**config.mk**
```make
export PLATFORM = sky130hd
export DESIGN_NAME = csr_regfile
export DESIGN_NICKNAME = d
export VERILOG_FILES = /design/src/rtl/csr_defs.sv /design/src/rtl/csr_timer.sv /design/src/rtl/csr_regfile.sv
export SDC_FILE = /design/constraint.sdc
export NUM_CORES = 1
export LEC_CHECK = 0
export CAP_MARGIN = 20
export CORE_ASPECT_RATIO = 1.25
export CORE_MARGIN = 1
export CORE_UTILIZATION = 35
export DETAILED_ROUTE_END_ITERATION = 8
export PLACE_DENSITY = 0.65
export SLEW_MARGIN = 20
export SYNTH_ARGS = -nofsm -noshare
export SYNTH_HDL_FRONTEND = slang
export SYNTH_SLANG_ARGS = --single-unit
export TNS_END_PERCENT = 10
```
**constraint.sdc**
```tcl
create_clock -name clk -period 16.1 [get_ports clk]
set_input_delay 3.22 -clock clk [delete_from_list [all_inputs] [get_ports clk]]
set_output_delay 3.22 -clock clk [all_outputs]
set_load 0.02 [all_outputs]
```
**src/rtl/csr_defs.sv**
```systemverilog
// Shared CSR address map, field positions and exception codes for the CSR register file.
package csr_defs;

    localparam logic [13:0] CSR_CRMD   = 14'h0000;
    localparam logic [13:0] CSR_PRMD   = 14'h0001;
    localparam logic [13:0] CSR_ECFG   = 14'h0004;
    localparam logic [13:0] CSR_ESTAT  = 14'h0005;
    localparam logic [13:0] CSR_ERA    = 14'h0006;
    localparam logic [13:0] CSR_BADV   = 14'h0007;
    localparam logic [13:0] CSR_EENTRY = 14'h000C;
    localparam logic [13:0] CSR_SAVE0  = 14'h0030;
    localparam logic [13:0] CSR_SAVE1  = 14'h0031;
    localparam logic [13:0] CSR_SAVE2  = 14'h0032;
    localparam logic [13:0] CSR_SAVE3  = 14'h0033;
    localparam logic [13:0] CSR_TID    = 14'h0040;
    localparam logic [13:0] CSR_TCFG   = 14'h0041;
    localparam logic [13:0] CSR_TVAL   = 14'h0042;
    localparam logic [13:0] CSR_TICLR  = 14'h0044;

    localparam int CRMD_PLV_LO     = 0;
    localparam int CRMD_PLV_HI     = 1;
    localparam int CRMD_IE         = 2;
    localparam int CRMD_DA         = 3;
    localparam int CRMD_PG         = 4;
    localparam int CRMD_DATF_LO    = 5;
    localparam int CRMD_DATF_HI    = 6;
    localparam int CRMD_DATM_LO    = 7;
    localparam int CRMD_DATM_HI    = 8;
    localparam int PRMD_PPLV_LO    = 0;
    localparam int PRMD_PPLV_HI    = 1;
    localparam int PRMD_PIE        = 2;
    localparam int ESTAT_IS_LO     = 0;
    localparam int ESTAT_IS_HI     = 12;
    localparam int ESTAT_ECODE_LO  = 16;
    localparam int ESTAT_ECODE_HI  = 21;
    localparam int ESTAT_ESUB_LO   = 22;
    localparam int ESTAT_ESUB_HI   = 30;
    localparam int IS_SW_HI        = 1;
    localparam int IS_HW_LO        = 2;
    localparam int IS_HW_HI        = 9;
    localparam int IS_TIMER        = 11;
    localparam int IS_IPI          = 12;
    localparam int TCFG_EN         = 0;
    localparam int TCFG_PERIODIC   = 1;
    localparam int TCFG_INITVAL_LO = 2;

    localparam logic [12:0] LIE_MASK = 13'h1BFF;

    localparam logic [5:0] ECODE_INT  = 6'h00;
    localparam logic [5:0] ECODE_ADEF = 6'h08;
    localparam logic [5:0] ECODE_ALE  = 6'h09;
    localparam logic [5:0] ECODE_SYS  = 6'h0B;

    function automatic logic [31:0] csr_merge(input logic [31:0] old_val,
                                              input logic [31:0] wvalue,
                                              input logic [31:0] wmask);
        return (old_val & ~wmask) | (wvalue & wmask);
    endfunction

endpackage

```
**src/rtl/csr_timer.sv**
```systemverilog
// Interrupt timer: holds TCFG and TVAL, and raises/clears the timer interrupt request.
module csr_timer #(
    parameter int TIMER_W = 32
) (
    input  logic               clk,
    input  logic               reset,
    input  logic               tcfg_we,
    input  logic [TIMER_W-1:0] tcfg_wdata,
    input  logic               ticlr_we,
    input  logic               ticlr_wbit,
    output logic [TIMER_W-1:0] tcfg,
    output logic [TIMER_W-1:0] tval,
    output logic               timer_int_set,
    output logic               timer_int_clr
);
    import csr_defs::*;

    localparam logic [TIMER_W-1:0] TVAL_IDLE = {TIMER_W{1'b1}};

    logic [TIMER_W-1:0] tcfg_r;
    logic [TIMER_W-1:0] tval_r;
    logic [TIMER_W-1:0] tval_next_s;
    logic [TIMER_W-1:0] reload_s;
    logic [TIMER_W-1:0] arm_val_s;
    logic               expire_s;

    assign reload_s  = {tcfg_r[TIMER_W-1:TCFG_INITVAL_LO], 2'b00};
    assign arm_val_s = {tcfg_wdata[TIMER_W-1:TCFG_INITVAL_LO], 2'b00};
    assign expire_s  = tcfg_r[TCFG_EN] && (tval_r == {TIMER_W{1'b0}});

    // Next TVAL: arming beats expiry beats counting; all-ones means halted.
    always_comb begin
        tval_next_s = tval_r;
        if (tcfg_we && tcfg_wdata[TCFG_EN]) begin
            tval_next_s = arm_val_s;
        end else if (expire_s) begin
            tval_next_s = tcfg_r[TCFG_PERIODIC] ? reload_s : TVAL_IDLE;
        end else if (tcfg_r[TCFG_EN] && (tval_r != TVAL_IDLE)) begin
            tval_next_s = tval_r - {{(TIMER_W-1){1'b0}}, 1'b1};
        end else begin
            tval_next_s = tval_r;
        end
    end

    // Timer configuration and count registers.
    always_ff @(posedge clk) begin
        if (reset) begin
            tcfg_r <= {TIMER_W{1'b0}};
            tval_r <= TVAL_IDLE;
        end else begin
            if (tcfg_we) begin
                tcfg_r <= tcfg_wdata;
            end
            tval_r <= tval_next_s;
        end
    end

    assign tcfg          = tcfg_r;
    assign tval          = tval_r;
    assign timer_int_set = expire_s;
    assign timer_int_clr = ticlr_we && ticlr_wbit;

endmodule

```
**src/rtl/csr_regfile.sv**
```systemverilog
// CSR register file: software CSR access, exception entry/return bookkeeping,
// interrupt status sampling and the pending-interrupt flag.
module csr_regfile #(
    parameter logic [31:0] EENTRY_RST = 32'h0000_0000,
    parameter int          TIMER_W    = 32
) (
    input  logic        clk,
    input  logic        reset,
    input  logic        csr_re,
    input  logic [13:0] csr_num,
    output logic [31:0] csr_rvalue,
    input  logic        csr_we,
    input  logic [31:0] csr_wmask,
    input  logic [31:0] csr_wvalue,
    input  logic        wb_ex,
    input  logic [5:0]  wb_ecode,
    input  logic [8:0]  wb_esubcode,
    input  logic [31:0] wb_pc,
    input  logic [31:0] wb_vaddr,
    input  logic        ertn_flush,
    input  logic [7:0]  hw_int_in,
    input  logic        ipi_int_in,
    input  logic [31:0] coreid_in,
    output logic [31:0] ex_entry,
    output logic [31:0] ertn_entry,
    output logic        has_int
);
    import csr_defs::*;

    logic [1:0]  crmd_plv_r;
    logic        crmd_ie_r;
    logic        crmd_da_r;
    logic        crmd_pg_r;
    logic [1:0]  crmd_datf_r;
    logic [1:0]  crmd_datm_r;
    logic [1:0]  prmd_pplv_r;
    logic        prmd_pie_r;
    logic [12:0] ecfg_lie_r;
    logic [12:0] estat_is_r;
    logic [5:0]  estat_ecode_r;
    logic [8:0]  estat_esub_r;
    logic [31:0] era_r;
    logic [31:0] badv_r;
    logic [25:0] eentry_va_r;
    logic [31:0] save_r [0:3];
    logic [31:0] tid_r;

    logic               sw_we_s;
    logic               badv_hit_s;
    logic [31:0]        cur_val_s;
    logic [31:0]        merged_s;
    logic [TIMER_W-1:0] tcfg_s;
    logic [TIMER_W-1:0] tval_s;
    logic               timer_int_set_s;
    logic               timer_int_clr_s;

    // Exception entry and ERTN both squash a software write in the same cycle.
    assign sw_we_s    = csr_we && !wb_ex && !ertn_flush;
    assign badv_hit_s = (wb_ecode == ECODE_ADEF) || (wb_ecode == ECODE_ALE);
    assign merged_s   = csr_merge(cur_val_s, csr_wvalue, csr_wmask);

    // Architectural view of the addressed CSR; also the "old" value for masked writes.
    always_comb begin
        cur_val_s = 32'h0000_0000;
        case (csr_num)
            CSR_CRMD:   cur_val_s = {23'h000000, crmd_datm_r, crmd_datf_r, crmd_pg_r,
                                     crmd_da_r, crmd_ie_r, crmd_plv_r};
            CSR_PRMD:   cur_val_s = {29'h00000000, prmd_pie_r, prmd_pplv_r};
            CSR_ECFG:   cur_val_s = {19'h00000, ecfg_lie_r};
            CSR_ESTAT:  cur_val_s = {1'b0, estat_esub_r, estat_ecode_r, 3'b000, estat_is_r};
            CSR_ERA:    cur_val_s = era_r;
            CSR_BADV:   cur_val_s = badv_r;
            CSR_EENTRY: cur_val_s = {eentry_va_r, 6'b000000};
            CSR_SAVE0:  cur_val_s = save_r[0];
            CSR_SAVE1:  cur_val_s = save_r[1];
            CSR_SAVE2:  cur_val_s = save_r[2];
            CSR_SAVE3:  cur_val_s = save_r[3];
            CSR_TID:    cur_val_s = tid_r;
            CSR_TCFG:   cur_val_s = 32'(tcfg_s);
            CSR_TVAL:   cur_val_s = 32'(tval_s);
            default:    cur_val_s = 32'h0000_0000;
        endcase
    end

    assign csr_rvalue = csr_re ? cur_val_s : 32'h0000_0000;

    // CRMD/PRMD: exception entry saves and clears privilege state, ERTN restores it.
    always_ff @(posedge clk) begin
        if (reset) begin
            crmd_plv_r  <= 2'b00;
            crmd_ie_r   <= 1'b0;
            crmd_da_r   <= 1'b1;
            crmd_pg_r   <= 1'b0;
            crmd_datf_r <= 2'b00;
            crmd_datm_r <= 2'b00;
            prmd_pplv_r <= 2'b00;
            prmd_pie_r  <= 1'b0;
        end else if (wb_ex) begin
            prmd_pplv_r <= crmd_plv_r;
            prmd_pie_r  <= crmd_ie_r;
            crmd_plv_r  <= 2'b00;
            crmd_ie_r   <= 1'b0;
        end else if (ertn_flush) begin
            crmd_plv_r <= prmd_pplv_r;
            crmd_ie_r  <= prmd_pie_r;
        end else if (sw_we_s) begin
            case (csr_num)
                CSR_CRMD: begin
                    crmd_plv_r  <= merged_s[CRMD_PLV_HI:CRMD_PLV_LO];
                    crmd_ie_r   <= merged_s[CRMD_IE];
                    crmd_da_r   <= merged_s[CRMD_DA];
                    crmd_pg_r   <= merged_s[CRMD_PG];
                    crmd_datf_r <= merged_s[CRMD_DATF_HI:CRMD_DATF_LO];
                    crmd_datm_r <= merged_s[CRMD_DATM_HI:CRMD_DATM_LO];
                end
                CSR_PRMD: begin
                    prmd_pplv_r <= merged_s[PRMD_PPLV_HI:PRMD_PPLV_LO];
                    prmd_pie_r  <= merged_s[PRMD_PIE];
                end
                default: begin
                end
            endcase
        end
    end

    // Exception record: ERA, cause code and, for address faults only, BADV.
    always_ff @(posedge clk) begin
        if (reset) begin
            era_r         <= 32'h0000_0000;
            badv_r        <= 32'h0000_0000;
            estat_ecode_r <= 6'h00;
            estat_esub_r  <= 9'h000;
        end else if (wb_ex) begin
            era_r         <= wb_pc;
            estat_ecode_r <= wb_ecode;
            estat_esub_r  <= wb_esubcode;
            if (badv_hit_s) begin
                badv_r <= wb_vaddr;
            end
        end else if (sw_we_s) begin
            case (csr_num)
                CSR_ERA:  era_r  <= merged_s;
                CSR_BADV: badv_r <= merged_s;
                default: begin
                end
            endcase
        end
    end

    // Interrupt status: hardware lines sampled every cycle; timer set beats TICLR clear.
    always_ff @(posedge clk) begin
        if (reset) begin
            estat_is_r <= 13'h0000;
        end else begin
            estat_is_r[IS_HW_HI:IS_HW_LO] <= hw_int_in;
            estat_is_r[IS_IPI]            <= ipi_int_in;
            if (timer_int_set_s) begin
                estat_is_r[IS_TIMER] <= 1'b1;
            end else if (timer_int_clr_s) begin
                estat_is_r[IS_TIMER] <= 1'b0;
            end
            if (sw_we_s && (csr_num == CSR_ESTAT)) begin
                estat_is_r[IS_SW_HI:ESTAT_IS_LO] <= merged_s[IS_SW_HI:ESTAT_IS_LO];
            end
        end
    end

    // Plain software-owned registers.
    always_ff @(posedge clk) begin
        if (reset) begin
            ecfg_lie_r  <= 13'h0000;
            eentry_va_r <= EENTRY_RST[31:6];
            tid_r       <= coreid_in;
            for (int i = 0; i < 4; i++) begin
                save_r[i] <= 32'h0000_0000;
            end
        end else if (sw_we_s) begin
            case (csr_num)
                CSR_ECFG:   ecfg_lie_r  <= merged_s[12:0] & LIE_MASK;
                CSR_EENTRY: eentry_va_r <= merged_s[31:6];
                CSR_SAVE0:  save_r[0]   <= merged_s;
                CSR_SAVE1:  save_r[1]   <= merged_s;
                CSR_SAVE2:  save_r[2]   <= merged_s;
                CSR_SAVE3:  save_r[3]   <= merged_s;
                CSR_TID:    tid_r       <= merged_s;
                default: begin
                end
            endcase
        end
    end

    csr_timer #(
        .TIMER_W (TIMER_W)
    ) u_timer (
        .clk           (clk),
        .reset         (reset),
        .tcfg_we       (sw_we_s && (csr_num == CSR_TCFG)),
        .tcfg_wdata    (merged_s[TIMER_W-1:0]),
        .ticlr_we      (sw_we_s && (csr_num == CSR_TICLR)),
        .ticlr_wbit    (merged_s[0]),
        .tcfg          (tcfg_s),
        .tval          (tval_s),
        .timer_int_set (timer_int_set_s),
        .timer_int_clr (timer_int_clr_s)
    );

    assign ex_entry   = {eentry_va_r, 6'b000000};
    assign ertn_entry = era_r;
    assign has_int    = crmd_ie_r && (|(estat_is_r & ecfg_lie_r));

endmodule
```
==> results.json <==
{
  "r2r_slack_ns": 12.02,
  "multi_input_area_um2": 9450,
  "layout-drive-gt1-share_pct": 9.46,
  "numCtsBuffers": 40,
  "ant_nets": 0,
  "synth_xor_area_share_pct": 0,
  "die_w_um": 211,
  "synth_edf_count": 160,
  "worst_pin_slew_ns": 1.17,
  "design_area_um2": 24000,
  "route.vias.total": 17990,
  "port_buffers": 294,
  "yosysSeqAreaShare_pct": 46.6,
  "syn_area_um2": 19100,
  "core_um2": 53800,
  "max_freq_mhz": 95.7,
  "gp_congestion": 0.952,
  "synth_top_area_share_pct": 25.1,
  "synth_compound_area_share_pct": 23.2,
  "finalMaxSlewViolations": 0,
  "critPathArrivalTime_ns": 7.23,
  "cts.sinks": 365,
  "setup.worst_path.end": "csr_rvalue[19]",
  "cpMaxStageDelayCell": "or4_1",
  "row_count": 95,
  "synthArstFlopShare_pct": 0,
  "endpoint_kind": "primary output",
  "die_area_um2": 55500,
  "status": "complete, no violations",
  "grt_usage_pct": 28.6,
  "m1WireLength_um": 34000,
  "critPathMaxStageDelay_ns": 1.01,
  "post_drt_wl_per_cell_um": 26.8,
  "synth.distinct_cells": 89,
  "rr_startpoint": "u_timer.tval[11]",
  "nets": 2469,
  "skew_ns": 0.0395,
  "powerDensity_nw_per_um2": 90.8,
  "drt_iter0_drc": 1856,
  "relSlewSlack_pct": 22.0,
  "rr_endpoint": "u_timer.tval[17]",
  "setup_viol": 0,
  "ios": 301,
  "yosysTopAreaCell": "edfxtp_1",
  "crit_chain": "clkdlybuf4s50_1 -> or4_1 -> nor4_4 -> buf_4 -> a222oi_1 -> a31oi_1 -> clkdlybuf4s50_1",
  "drc": 0,
  "highest_layer": "met5",
  "die_height_um": 263,
  "post_cts_buffers": 0,
  "crit_type": "input pin to primary output",
  "min_period_ns": 10.45,
  "rsz0062_at_grt": "no",
  "cts_buffer_depth": 3,
  "grt_start_max_net_pins": 84,
  "clk_pin_slew_ns": 0.06,
  "critPathMostFrequentCell": "clkdlybuf4s50_1",
  "syn_to_final_growth_pct": 25.6,
  "antenna_found_initial": 3,
  "yosys.area_share.simple_pct": 18.4,
  "yosys_warnings": 0,
  "final_cells": 3021,
  "ys_ff_latch": 365,
  "htree_num_levels": 2,
  "grt_pass1_wl_um": 118000,
  "start_util_pct": 35.5,
  "synthTopCellsByArea": "edfxtp_1 (25%), dfxtp_1 (21%), nor2_1 (6.3%)",
  "wl_met3_um": 6600,
  "rr_worst_depth": 7,
  "first_global_vias": 17309,
  "cts_tree": "built",
  "synth_area_per_cell_um2": 9.29,
  "synth_top_family_by_area": "compound AO/OA/AOI/OAI gates",
  "synth_fa_ha_area_share_pct": 0.196,
  "clk_latency_ns": 0.60,
  "place_area_um2": 22700,
  "cp_max_fo": 24,
  "cap_violations": 0,
  "hpwl_um": 58100,
  "p_leak_nw": 8.83,
  "vias_per_cell": 5.95,
  "fin_crit_sh_pct": 64.9,
  "synth-main-ff-cell": "dfxtp_1",
  "worstHoldPathType": "flop to flop",
  "cts_hold_buf": 0,
  "gr-total-overflow": 0,
  "diodes": 0,
  "required_ns": 12.88,
  "hold_viol": 0,
  "synth_cells": 2057,
  "root_buffer": "clkbuf_16",
  "place_inst": 2944,
  "routed-wl-met2_um": 37300,
  "finalWirelength_um": 80900,
  "fillers": 5201,
  "seq_area_um2": 8910,
  "power_w": 0.00218,
  "dr.pass1.iters": 6,
  "start_kind": "input pin",
  "cts_resized": 0,
  "finalSetupTns_ns": 0,
  "synthMuxAreaShare_pct": 6.59,
  "startpoint": "csr_num[9]",
  "ir_drop_mv": 0.0782
}
## Yosys cell counts, types with 6 or more instances
cell type and n:
nor2_1 323, dfxtp_1 205, nand2_1 180, edfxtp_1 160
o21ai_0 123, a21oi_1 119, clkbuf_1 119, mux2i_1 65
a22oi_1 48, buf_2 43, nor3_1 43, o21a_1 43
o211a_1 41, nand3_1 40, a22o_1 34, mux2_2 34
inv_1 28, a211oi_1 26, nand4_1 26, o211ai_1 24
o2bb2ai_1 20, a211o_1 16, nor4_1 16, and2_1 15
nor2b_1 15, a31oi_1 14, a222oi_1 12, a21o_1 11
buf_4 10, mux4_2 10, nand2b_1 10, and3_1 9
buf_1 8, o22ai_1 8, a32o_1 7, nor4_2 7
or3_1 7, a32oi_1 6, a41o_1 6, buf_6 6
nor4_4 6, nor4b_1 6, o21ai_1 6, or4_1 6
## through the flow
step | setup WS [ns] | util (%) | hold WS, ns
2_1_floorplan | 7.65 | - | 0.433
3_3_place_gp | 5.68 | 42.0 | 0.450
3_5_place_dp | 5.55 | 42.1 | 0.463
4_1_cts | 5.56 | 44.5 | 0.476
5_1_grt | 5.57 | 44.6 | 0.492
6_report | 5.65 | 44.6 | 0.476
## kinds of logic (layout without fill, tap and decap cells)
family,count (synthesis),after routing
AND/OR/NAND/NOR,740,740
adder cells (fa/ha/maj),3,3
other,1,6
multiplexers,109,109
AO/OA/AOI/OAI,624,624
flip-flops,365,365
buffers and inverters,215,447
## cell type report
class / count / share of cell area, %
Timing Repair Buffer: 344 / 13.9
Sequential cell: 365 / 37.1
Multi-Input combinational cell: 1482 / 39.4
Clock buffer: 63 / 4.91
Tap cell: 727 / 3.79
Inverter: 29 / 0.453
Clock inverter: 11 / 0.469
## worst min-delay path by stage
stage,from,to,slack (ns),cells after the start
after floorplan,badv_r[0],badv_r[0],0.43,2
after global placement,ecfg_lie_r[1],ecfg_lie_r[1],0.45,2
after detailed placement,ecfg_lie_r[1],ecfg_lie_r[1],0.46,2
final,ecfg_lie_r[1],ecfg_lie_r[1],0.48,2
after global routing,ecfg_lie_r[1],ecfg_lie_r[1],0.49,2
after CTS,ecfg_lie_r[1],ecfg_lie_r[1],0.48,2
## where the power goes
part / switching, W / total, W / leakage (nW) / internal, W
clock network: 0.000410 / 0.000921 / 0.627 / 0.000510
logic: 0.000141 / 0.000239 / 5.01 / 0.0000979
registers: 0.0000186 / 0.00102 / 3.19 / 0.00100
total: 0.000569 / 0.00218 / 8.83 / 0.00161
## registers in the layout, indices dropped and copies added (netlist names), 26 cells and up
name	flops
save_r	128
u_timer.tcfg	32
badv_r	32
tid_r	32
ertn_entry	32
u_timer.tval	32
eentry_va_r	26
## worst max-delay path, delay by kind of cell
family	cells	cell delay, ns
AOI/OAI and AO/OA	2	0.70
buffers and inverters	3	1.59
and+or+nand+nor	2	1.69
## placed cells by master (no fill, tap or decap), drive strengths merged, types with 43 or more instances in the layout
cell           instances
a22oi                 48
mux2i                 65
nand2                180
nor3                  45
nor2                 324
buf                   54
edfxtp               160
clkdlybuf4s50        290
dfxtp                205
o21ai                134
a21oi                119
clkbuf                63
o21a                  43
## layer usage
| metal | up-vias | track usage, % |
|---|---|---|
| li1 | 8055 | - |
| met1 | 8863 | 38.8 |
| met2 | 922 | 45.4 |
| met3 | 148 | 4.53 |
| met4 | 2 | 10.7 |
| met5 | - | 0 |
(Power assumes the default switching activity.)
